### config.mk
export PLATFORM = sky130hd
export DESIGN_NAME = memstream_cfg_loader
export DESIGN_NICKNAME = d
export VERILOG_FILES = /design/src/rtl/memstream_cfg_loader.sv
export SDC_FILE = /design/constraint.sdc
export NUM_CORES = 1
export LEC_CHECK = 0
export ABC_AREA = 1
export CAP_MARGIN = 20
export CORE_MARGIN = 2
export CORE_UTILIZATION = 35
export DETAILED_ROUTE_END_ITERATION = 8
export GPL_ROUTABILITY_DRIVEN = 0
export HOLD_SLACK_MARGIN = 0.1
export MAX_ROUTING_LAYER = met4
export PLACE_DENSITY = 0.51
export SETUP_SLACK_MARGIN = 0.15
export SYNTH_ARGS = -nofsm -noshare
export SYNTH_HDL_FRONTEND = slang
export SYNTH_SLANG_ARGS = --single-unit
### constraint.sdc
create_clock -name ap_clk -period 5.7 [get_ports ap_clk]
set_clock_uncertainty 0.2 [all_clocks]
set_input_delay 1.14 -clock ap_clk [delete_from_list [all_inputs] [get_ports ap_clk]]
set_output_delay 1.14 -clock ap_clk [all_outputs]
set_load 0.01 [all_outputs]
### src/rtl/memstream_cfg_loader.sv
// Memstream config-port initiator: streams write beats into the config RAM and
// streams words read back from it through a readback FIFO that is never overrun.
module memstream_cfg_loader #(
  parameter int SETS     = 1,
  parameter int DEPTH    = 512,
  parameter int WIDTH    = 32,
  parameter int RB_DEPTH = 8
) (
  input  logic             ap_clk,
  input  logic             ap_rst_n,
  input  logic             cmd_vld,
  output logic             cmd_rdy,
  input  logic             cmd_op,
  input  logic [31:0]      cmd_addr,
  input  logic [15:0]      cmd_len,
  input  logic [WIDTH-1:0] wdat,
  input  logic             wvld,
  output logic             wrdy,
  output logic [WIDTH-1:0] rdat,
  output logic             rvld,
  input  logic             rrdy,
  output logic [31:0]      config_address,
  output logic             config_ce,
  output logic             config_we,
  output logic [WIDTH-1:0] config_d0,
  input  logic [WIDTH-1:0] config_q0,
  input  logic             config_rack,
  output logic             busy,
  output logic             done,
  output logic             err
);

  typedef enum logic [2:0] {S_IDLE, S_WRITE, S_READ, S_DRAIN, S_DONE} state_e;

  localparam int          AW      = (RB_DEPTH > 1) ? $clog2(RB_DEPTH) : 1;
  localparam logic [32:0] LIMIT   = 33'(SETS) * 33'(DEPTH);
  localparam logic [AW:0] CAP     = (AW+1)'(RB_DEPTH);
  localparam logic [AW:0] CNT_ONE = (AW+1)'(1);
  localparam logic [AW-1:0] PTR_ONE = AW'(1);

  state_e             state_q, state_d;
  logic [31:0]        addr_q, addr_d;
  logic [15:0]        cnt_q, cnt_d;
  logic [AW:0]        out_q, out_d;
  logic [AW:0]        fcnt_q, fcnt_d;
  logic [AW-1:0]      wr_ptr_q, wr_ptr_d;
  logic [AW-1:0]      rd_ptr_q, rd_ptr_d;
  logic               ce_q, ce_d;
  logic               we_q, we_d;
  logic [31:0]        caddr_q, caddr_d;
  logic [WIDTH-1:0]   d0_q, d0_d;
  logic               done_q, done_d;
  logic               err_q, err_d;
  logic [WIDTH-1:0]   fifo_mem [RB_DEPTH];

  logic [32:0] end_addr;
  logic        rack_ok, push, pop, room, issue;

  assign end_addr = {1'b0, cmd_addr} + {17'd0, cmd_len};
  assign rack_ok  = config_rack && (out_q != '0);
  assign push     = rack_ok;
  assign pop      = (fcnt_q != '0) && rrdy;
  // In-flight requests already own a FIFO slot, so the pair together must stay below capacity.
  assign room     = ({1'b0, out_q} + {1'b0, fcnt_q}) < {1'b0, CAP};
  assign issue    = (state_q == S_READ) && (cnt_q != '0) && room;

  // NOTE: every always_comb output gets a default first, so no path can infer a latch.
  always_comb begin
    state_d  = state_q;
    addr_d   = addr_q;
    cnt_d    = cnt_q;
    ce_d     = 1'b0;
    we_d     = 1'b0;
    caddr_d  = caddr_q;
    d0_d     = d0_q;
    done_d   = 1'b0;
    err_d    = config_rack && (out_q == '0);
    out_d    = out_q;
    fcnt_d   = fcnt_q;
    wr_ptr_d = wr_ptr_q;
    rd_ptr_d = rd_ptr_q;

    case (state_q)
      S_IDLE: begin
        if (cmd_vld) begin
          if (cmd_len == '0) begin
            done_d = 1'b1;
          end else if (end_addr > LIMIT) begin
            err_d = 1'b1;
          end else begin
            addr_d  = cmd_addr;
            cnt_d   = cmd_len;
            state_d = cmd_op ? S_READ : S_WRITE;
          end
        end
      end
      S_WRITE: begin
        if (wvld) begin
          ce_d    = 1'b1;
          we_d    = 1'b1;
          caddr_d = addr_q;
          d0_d    = wdat;
          addr_d  = addr_q + 32'd1;
          cnt_d   = cnt_q - 16'd1;
          if (cnt_q == 16'd1) state_d = S_DONE;
        end
      end
      S_READ: begin
        if (issue) begin
          ce_d    = 1'b1;
          caddr_d = addr_q;
          addr_d  = addr_q + 32'd1;
          cnt_d   = cnt_q - 16'd1;
          if (cnt_q == 16'd1) state_d = S_DRAIN;
        end
      end
      S_DRAIN: if (out_q == '0) state_d = S_DONE;
      S_DONE:  state_d = S_IDLE;
      default: state_d = S_IDLE;
    endcase

    if (state_d == S_DONE) done_d = 1'b1;

    case ({issue, rack_ok})
      2'b10:   out_d = out_q + CNT_ONE;
      2'b01:   out_d = out_q - CNT_ONE;
      default: out_d = out_q;
    endcase

    if (push) wr_ptr_d = wr_ptr_q + PTR_ONE;
    if (pop)  rd_ptr_d = rd_ptr_q + PTR_ONE;
    case ({push, pop})
      2'b10:   fcnt_d = fcnt_q + CNT_ONE;
      2'b01:   fcnt_d = fcnt_q - CNT_ONE;
      default: fcnt_d = fcnt_q;
    endcase
  end

  // NOTE: sequential state uses non-blocking assignments so every flop samples pre-edge values.
  always_ff @(posedge ap_clk) begin
    if (!ap_rst_n) begin
      state_q  <= S_IDLE;
      addr_q   <= '0;
      cnt_q    <= '0;
      out_q    <= '0;
      fcnt_q   <= '0;
      wr_ptr_q <= '0;
      rd_ptr_q <= '0;
      ce_q     <= 1'b0;
      we_q     <= 1'b0;
      caddr_q  <= '0;
      d0_q     <= '0;
      done_q   <= 1'b0;
      err_q    <= 1'b0;
    end else begin
      state_q  <= state_d;
      addr_q   <= addr_d;
      cnt_q    <= cnt_d;
      out_q    <= out_d;
      fcnt_q   <= fcnt_d;
      wr_ptr_q <= wr_ptr_d;
      rd_ptr_q <= rd_ptr_d;
      ce_q     <= ce_d;
      we_q     <= we_d;
      caddr_q  <= caddr_d;
      d0_q     <= d0_d;
      done_q   <= done_d;
      err_q    <= err_d;
    end
  end

  // NOTE: FIFO storage is not reset; emptiness lives in fcnt_q and rdat is masked while empty.
  always_ff @(posedge ap_clk) begin
    if (push) fifo_mem[wr_ptr_q] <= config_q0;
  end

  assign cmd_rdy        = (state_q == S_IDLE);
  assign wrdy           = (state_q == S_WRITE);
  assign busy           = (state_q != S_IDLE);
  assign rvld           = (fcnt_q != '0);
  assign rdat           = rvld ? fifo_mem[rd_ptr_q] : '0;
  assign config_ce      = ce_q;
  assign config_we      = we_q;
  assign config_address = caddr_q;
  assign config_d0      = d0_q;
  assign done           = done_q;
  assign err            = err_q;

endmodule

Word level (Yosys, flattened, before mapping)
Memory sizes are Yosys's and may differ from the RTL's. A register that Yosys moved wholly into a read port is not among the register bits. Index checks and enable logic that the tools add are counted.

Register bits after elaboration: 133. RAM bits: 256. Input bits: 119. Output and inout port bits: 104. Logic and storage cells: 103. Memories: 1.

Memory list: fifo_mem (depth 8, bits a word 32, read ports 1, clocked after Yosys merged registers in 1, write ports 1, line 54) `logic [WIDTH-1:0] fifo_mem [RB_DEPTH];`.

Add/sub/neg operators: 10. Magnitude comparators: 2. Eq/ne operators: 14. Mux-type cells: 43. Reductions and logical operators: 20.

Operators by type and width (number): 32-bit 2-to-1 mux (8); 32-bit case mux with 3 select lines (1); 16-bit 2-to-1 mux (5); 32-bit case mux with 2 select lines (1); 16-bit case mux with 3 select lines (1); 32-bit by 16-bit adder with 33-bit output (1); 33-bit by 10-bit greater-than comparator with 1-bit output, second input constant (1); 32-bit by 1-bit adder with 32-bit output, second input constant (1); 3-bit 2-to-1 mux (10); 16-bit by 1-bit == test with 1-bit output, second input constant (1); 16-bit zero test (1); 4-bit case mux with 2 select lines (2); 16-bit nonzero test (1); 16-bit by 1-bit subtractor with 16-bit output, second input constant (1); 1-bit 2-to-1 mux (12); 3-bit case mux with 4 select lines (1); 2-bit != test, second input constant (5); 4-bit by 1-bit adder with 4-bit output, second input constant (2); 4-bit nonzero test (2); 4-bit by 1-bit subtractor with 4-bit output, second input constant (2); 3-bit by 1-bit adder with 3-bit output, second input constant (2); 3-bit by 2-bit == test with 1-bit output, second input constant (2); 6-bit AND reduction (1); 2-bit nonzero test (3); other kinds (14) (22).

Longest topological paths before layout
Gate-level depths: netlist of run 1.

Depth in word-level cells: 8. Gate-level depth with buffers: 23. Mapped depth without buffers: 22.

Worst setup path after synthesis of run 1
Ideal clock, no wire load.

Path type: input port to flip-flop. Start point: input cmd_addr[0]. End point: register addr_q[16]. Setup time: 0.113 ns. Data arrival time: 3.327 ns. Data required time: 5.387 ns. Slack: 2.061 ns. Stages: 18. Path buffers: 1. Cells stage by stage: ha_1 fa_1 or2_2 nor2_1 nand2_1 nor2_1 nand3_1 nor2_1 nand2_1 nand2_1 nand3_1 nor2_1 nand4_2 nand2_4 nand2_4 buf_2 nor2_1 nor2_1.

Longest elaborated chain between the ends: 4.

Ends and longest elaborated chain: start: declaration (line 14) `input logic [31:0] cmd_addr,`; 32-bit by 16-bit adder with 33-bit output (line 59) `assign end_addr = {1'b0, cmd_addr} + {17'd0, cmd_len};`; 33-bit by 10-bit greater-than comparator with 1-bit output (line 88) `end else if (end_addr > LIMIT) begin`; 2-bit != test (no line); 6-bit AND reduction (no line); end signal: assignment (line 157) `addr_q <= addr_d;`; end: declaration (line 42) `logic [31:0] addr_q, addr_d;`.

No other way between the ends. A chain may end at the register's enable or synchronous reset.

==> results of run 1 <==
## layout make-up
class                      instances  area (um2)
clock inverter                    22       150.1
fill                            5122       29590
tap                              688       860.8
antenna                            4       10.01
timing repair buffer             247        2430
multi-input combinational       1468        7173
sequential                       392       10420
inverter                         161       605.6
clock buffer                      59        1209
## through the flow
step                worst slack, ns  cells  utilization (%)
detailed placement           0.7772   2956            40.97
CTS                           1.243   3037            43.56
global placement             0.8292   2956            40.97
floorplan                     2.061   2126                -
global route                  1.039   3041            43.58
finish                        1.351   3041            43.58
## layer usage
layer / vias to the layer above / routed length (um) / global-route usage, %
met2: 444 / 24260 / 30.96
li1: 7583 / - / -
met4: 0 / 2109 / 8.030
met3: 117 / 2944 / 3.295
met1: 7197 / 24580 / 26.38
met5: - / 0 / -
## synth_stat cells, types with 3 or more instances
master / instances
nor2_2: 8
fa_1: 3
or2_1: 3
a21oi_1: 111
inv_2: 6
nor4_1: 10
nor3_2: 4
o21ai_0: 239
nand3b_1: 5
buf_1: 5
edfxtp_1: 256
nand3_1: 118
nor3_1: 24
o22ai_1: 34
clkbuf_1: 88
xor2_1: 29
nand2_1: 383
nand4_1: 13
dfxtp_1: 136
inv_1: 150
mux2i_1: 9
ha_1: 31
xnor2_1: 11
a31oi_1: 35
nor2_1: 378
buf_2: 10
clkinv_1: 5
## state kept, by name (all words and copies together) (netlist names), named ones only
name and flops:
config_address 32, addr_q 32, done 1, config_d0 32, fifo_mem 256, config_ce 1
fcnt_q 4, state_q 3, rd_ptr_q 3, out_q 4, err 1, config_we 1
cnt_q 16, wr_ptr_q 3
## power by group
| part | leakage [nW] | switching (W) | internal [W] |
|---|---|---|---|
| sequential | 3.41 | 0.0000643 | 0.00323 |
| combinational | 4.59 | 0.00139 | 0.000850 |
| clock | 0.669 | 0.00117 | 0.00150 |
| total | 8.66 | 0.00263 | 0.00558 |
## critical path, stage by stage, from the launching register on
cell             delay [ns]
dfxtp_2                0.33
buf_4                  0.63
o21ai_0                0.24
o22ai_1                0.20
o21ai_0                0.09
a31oi_1                0.29
clkdlybuf4s50_1        0.61
## logic make-up (layout without fill, tap and decap cells)
kind of cell	after synthesis	after routing	synth area share, %
buf+inv	266	489	5.531
other cells	0	4	0
compound gates	428	428	12.26
mux	9	9	0.4857
fa+ha+maj	34	34	2.415
flops	392	392	56.12
xor+xnor	40	40	1.889
simple gates	957	957	21.30
## worst max-delay path by stage
stage,startpoint,to,depth (start not counted)
CTS,flip-flop,rdat[24],6
global route,cmd_len[0],cnt_q[12]$_SDFFE_PN0P_,19
global placement,cmd_addr[0],cnt_q[12]$_SDFFE_PN0P_,22
floorplan,cmd_addr[0],addr_q[16]$_SDFFE_PN0P_,18
detailed placement,cmd_len[0],cnt_q[12]$_SDFFE_PN0P_,19
finish,flip-flop,rdat[24],6
## placed cells by master, fill, tap and decap left out, types with 5 or more instances in the layout
cell             synthesis  final
a21oi_1                111    111
a31oi_1                 35     35
buf_4                    0     23
clkbuf_1                88     11
clkbuf_16                0     45
clkdlybuf4s50_1          0    221
clkinv_1                 5     13
clkinv_2                 0      9
dfxtp_1                136    134
edfxtp_1               256    256
ha_1                    31     31
inv_1                  150    148
inv_2                    6      8
mux2i_1                  9      9
nand2_1                383    383
nand3_1                118    118
nand3b_1                 5      5
nand4_1                 13     13
nor2_1                 378    370
nor2_2                   8      8
nor2_4                   1      9
nor3_1                  24     24
nor4_1                  10     10
o21ai_0                239    239
o22ai_1                 34     34
xnor2_1                 11     11
xor2_1                  29     29
==> impl_metrics.ini, run 1 <==
[global_routing]
grt_max_degree = 79
grt_pass1_vias = 14580
antenna_found_initial = 4
grtUsageTotal_pct = 20.09
grt.overflow.total = 0
grt_pass1_wl_um = 83230

[layout]
fin_area_um2 = 22850
nets = 2468
drive_gt1_share_pct = 5.492
area.growth.synth_to_final_pct = 23.20

[synth]
async_flop_share_pct = 0
yosys_most_used_dff = edfxtp_1
syn_inst = 2126
yosys_warnings = 0
synth_top_cell_by_area = edfxtp_1
syn_area_um2 = 18550
synth_edf_count = 256
synth_seq_cells = 392
synth_area_per_cell_um2 = 8.725
synth.distinct_cells = 43
synth_area_leaders = edfxtp_1 (41%), dfxtp_1 (15%), nand2_1 (7.8%)
ys_seq_area_share_pct = 56.12
synth_fp_nets = 2279
yosysTopAreaCellShare_pct = 41.44

[placed_design]
port_buffers = 222
place_hpwl_um = 34780
dpl_cell_area_um2 = 21480

[routing]
drtAntennaViolNets = 0
wirelength_um = 53890
avgViaCountPerCell = 5.045
route.detailed.drc = 0
dr.pass1.iters = 5
drtIter0Drc = 1044
vias = 15340
wire_per_inst_um = 17.72

[critical_path]
crit_path_end_kind = output pin
cp-start-kind = flip-flop
rr_worst_depth = 11
crit_arrival_ns = 3.01
critPathKind = flip-flop to output pin
r2r_slack_ns = 2.62
r2r_start = state_q[0]$_SDFF_PN0_
cp_max_fo = 64
cp.required_ns = 4.36
worstReg2RegEnd = cnt_q[0]$_SDFFE_PN0P_

[sta]
period_share_pct = 76.29
hold_slack_ns = 0.2592
tns_ns = 0
rsz0062_at_grt = no
finalHoldViolCount = 0
maxSlewHeadroom_pct = 30.69
tightest_slew_ns = 1.037
slew_violations = 0
setup_viol = 0
period_minus_slack_ns = 4.349
max_freq_mhz = 230.0

[floorplan]
fp-row-count = 84
core_area_um2 = 52450
num_io_pins = 223
die_w_um = 234.2
start_util_pct = 35.37
dieArea_um2 = 54850
die_h_um = 234.2

[clock_tree]
clk_path_buf_depth = 3
clkSinkCount = 392
htree_levels = 2
clk_latency_ns = 0.58
cts_tree = built
clkSlewWorstSetupHoldPaths_ns = 0.06
cts_setup_buffers = 0
cts_buffers = 45
hold_buffers = 0
cts-resized-gates = 0
cts_root_buffer = clkbuf_16

[outcome]
status = finished, final reports clean

[worst_hold_path]
holdPathStages = 2
min_path_type = flip-flop to flip-flop
hp-start = config_d0[13]$_SDFFE_PN0P_
min_to = config_d0[13]$_SDFFE_PN0P_

[power_and_ir_drop]
power.total_w = 0.008209
ir_worst_vdd_mv = 0.2607
power.leakage_nw = 8.665
power_density_nw_per_um2 = 359.2

[flow_run]
cap_violations = 0
Power figures use the tool's default switching activity.
==> run 2, diff against run 1 <==
--- a/config.mk
+++ b/config.mk
@@ -13,7 +13,7 @@
 export GPL_ROUTABILITY_DRIVEN = 0
 export HOLD_SLACK_MARGIN = 0.1
 export MAX_ROUTING_LAYER = met4
-export PLACE_DENSITY = 0.51
+export PLACE_DENSITY = 0.53
 export SETUP_SLACK_MARGIN = 0.15
 export SYNTH_ARGS = -nofsm -noshare
 export SYNTH_HDL_FRONTEND = slang
==> constraint.sdc (replaced) <==
create_clock -name ap_clk -period 3.7 [get_ports ap_clk]
set_clock_uncertainty 0.2 [all_clocks]
set_input_delay 0.74 -clock ap_clk [delete_from_list [all_inputs] [get_ports ap_clk]]
set_output_delay 0.74 -clock ap_clk [all_outputs]
set_load 0.01 [all_outputs]
==> run 2 against run 1 <==
  * First-iteration DRC count grew 5.2%
  * Design area grew 7.0%
  * Worst hold slack gained 0.0031 ns
  * Total power grew 59%
  * Largest cell class unchanged
  * Critical path depth is the same
  * Global-route usage shrank 0.11 points
  * Sequential share of layout area shrank 3.0 points
  * Via count grew 2.7%
  * Sequential power grew 54%
  * Combinational power grew 66%
  * Register-to-register slack lost 1.9 ns
  * Critical path type unchanged
  * Setup slack lost 1.1 ns
==> impl_metrics.ini, run 2 (synthesis gave the netlist of run 1 again) <==
[global_routing]
grtUsageTotal_pct = 19.98
grt_max_degree = 89
grt_pass1_vias = 15190
antenna_found_initial = 4
grt_pass1_wl_um = 83360
grt.overflow.total = 0

[routing]
wirelength_um = 54710
met3_length_um = 2911
avgViaCountPerCell = 4.997
dr.pass1.iters = 5
wire_per_inst_um = 17.35
drtAntennaViolNets = 0
route.detailed.drc = 0
top_layer = met4
wl_met2_um = 25020
drtIter0Drc = 1098
vias = 15760
wl_met1_um = 25110

[sta]
finalHoldViolCount = 0
rsz0062_at_grt = yes
maxSlewHeadroom_pct = 40.25
max_freq_mhz = 287.0
period_minus_slack_ns = 3.485
tightest_slew_ns = 0.8963
slew_violations = 0
setup_viol = 0
period_share_pct = 94.18
hold_slack_ns = 0.2623
layout_setup_ws_ns = 0.2154

[floorplan]
die_w_um = 234.2
core_area_um2 = 52450
fp-row-count = 84
die_h_um = 234.2
start_util_pct = 35.37
dieArea_um2 = 54850
num_io_pins = 223

[flow_run]
cap_violations = 0

[clock_tree]
cts_root_buffer = clkbuf_16
htree_levels = 2
cts_tree = built
clk_path_buf_depth = 3
clkSlewWorstSetupHoldPaths_ns = 0.06
cts_buffers = 43
clk_latency_ns = 0.58
clkSinkCount = 392

[placed_design]
place_hpwl_um = 34950
dpl_worst_slack_ns = -0.5006
port_buffers = 222

[layout]
final_common_cell = nand2_1
largest_register_ffs = 256
drive_gt1_share_pct = 11.70
layout_common_cells = nand2_1 (376), nor2_1 (358), edfxtp_1 (256), o21ai_0 (239), clkdlybuf4s50_1 (191)
nets = 2581
largest_register = fifo_mem
area.growth.synth_to_final_pct = 31.80

[critical_path]
critPathKind = flip-flop to output pin
r2r_slack_ns = 0.75
cp.required_ns = 2.76
crit_path_end_kind = output pin
crit_arrival_ns = 2.54
cp-start-kind = flip-flop
cp_max_fo = 33

[power_and_ir_drop]
power.leakage_nw = 9.677
ir_worst_vdd_mv = 0.3318
power_density_nw_per_um2 = 535.0
power.total_w = 0.01308

[outcome]
status = finished, final reports clean

[worst_hold_path]
min_path_type = flip-flop to flip-flop
==> run 2: area by class of cell <==
type / count / area, um2
clock buffer: 53 / 1144
tap: 688 / 860.8
antenna: 4 / 10.01
fill: 4976 / 28000
multi-input combinational: 1473 / 7547
timing repair buffer: 357 / 3602
clock inverter: 26 / 265.3
sequential: 392 / 10420
inverter: 161 / 604.3
==> run 2: report_power, final <==
part / switching [W] / internal (W) / total, W / leakage, nW
registers: 0.000113 / 0.00497 / 0.00508 / 3.41
clock network: 0.00178 / 0.00250 / 0.00429 / 0.702
logic: 0.00218 / 0.00153 / 0.00371 / 5.57
==> run 2: worst max-delay path: stages (launching register included) <==
cell and delay (ns):
dfxtp_4 0.39, buf_6 0.27, o21ai_0 0.14, o22ai_1 0.16, o21ai_0 0.09, a31oi_1 0.31
clkdlybuf4s50_1 0.61
==> run 2: timing repair <==
action | in CTS | in global routing
setup endpoints to repair | 34 | 75
resized for setup | 10 | 92
hold buffers | 0 | 0
gates cloned | 1 | 7
buffers inserted | 0 | 7
pin swaps | 0 | 14
==> run 2: per-layer routing <==
metal | vias to the layer above | track usage (%)
li1 | 7820 | -
met1 | 7466 | 26.46
met2 | 383 | 31.01
met3 | 92 | 3.453
met4 | 0 | 6.626
met5 | - | -
==> run 2: path summary, 6_finish.rpt <==
kind | startpoint | endpoint | cells after the start
setup / recovery | flip-flop | rdat[29] | 6
setup reg to reg | cnt_q[4]$_SDFFE_PN0P_ | out_q[3]$_SDFFE_PN0P_ | 13
hold reg to reg | config_d0[31]$_SDFFE_PN0P_ | config_d0[31]$_SDFFE_PN0P_ | 2
hold / removal | config_d0[31]$_SDFFE_PN0P_ | config_d0[31]$_SDFFE_PN0P_ | 2
==> run 2: through the flow <==
stage               setup TNS, ns  util [%]  instances  cell area, um2
floorplan                       0         -       2126           18550
global placement           -16.57     42.63       3056           22360
detailed placement         -20.05     42.63       3056           22360
CTS                             0     45.45       3136           23840
global route                    0     46.62       3154           24450
finish                          0     46.62       3154           24450
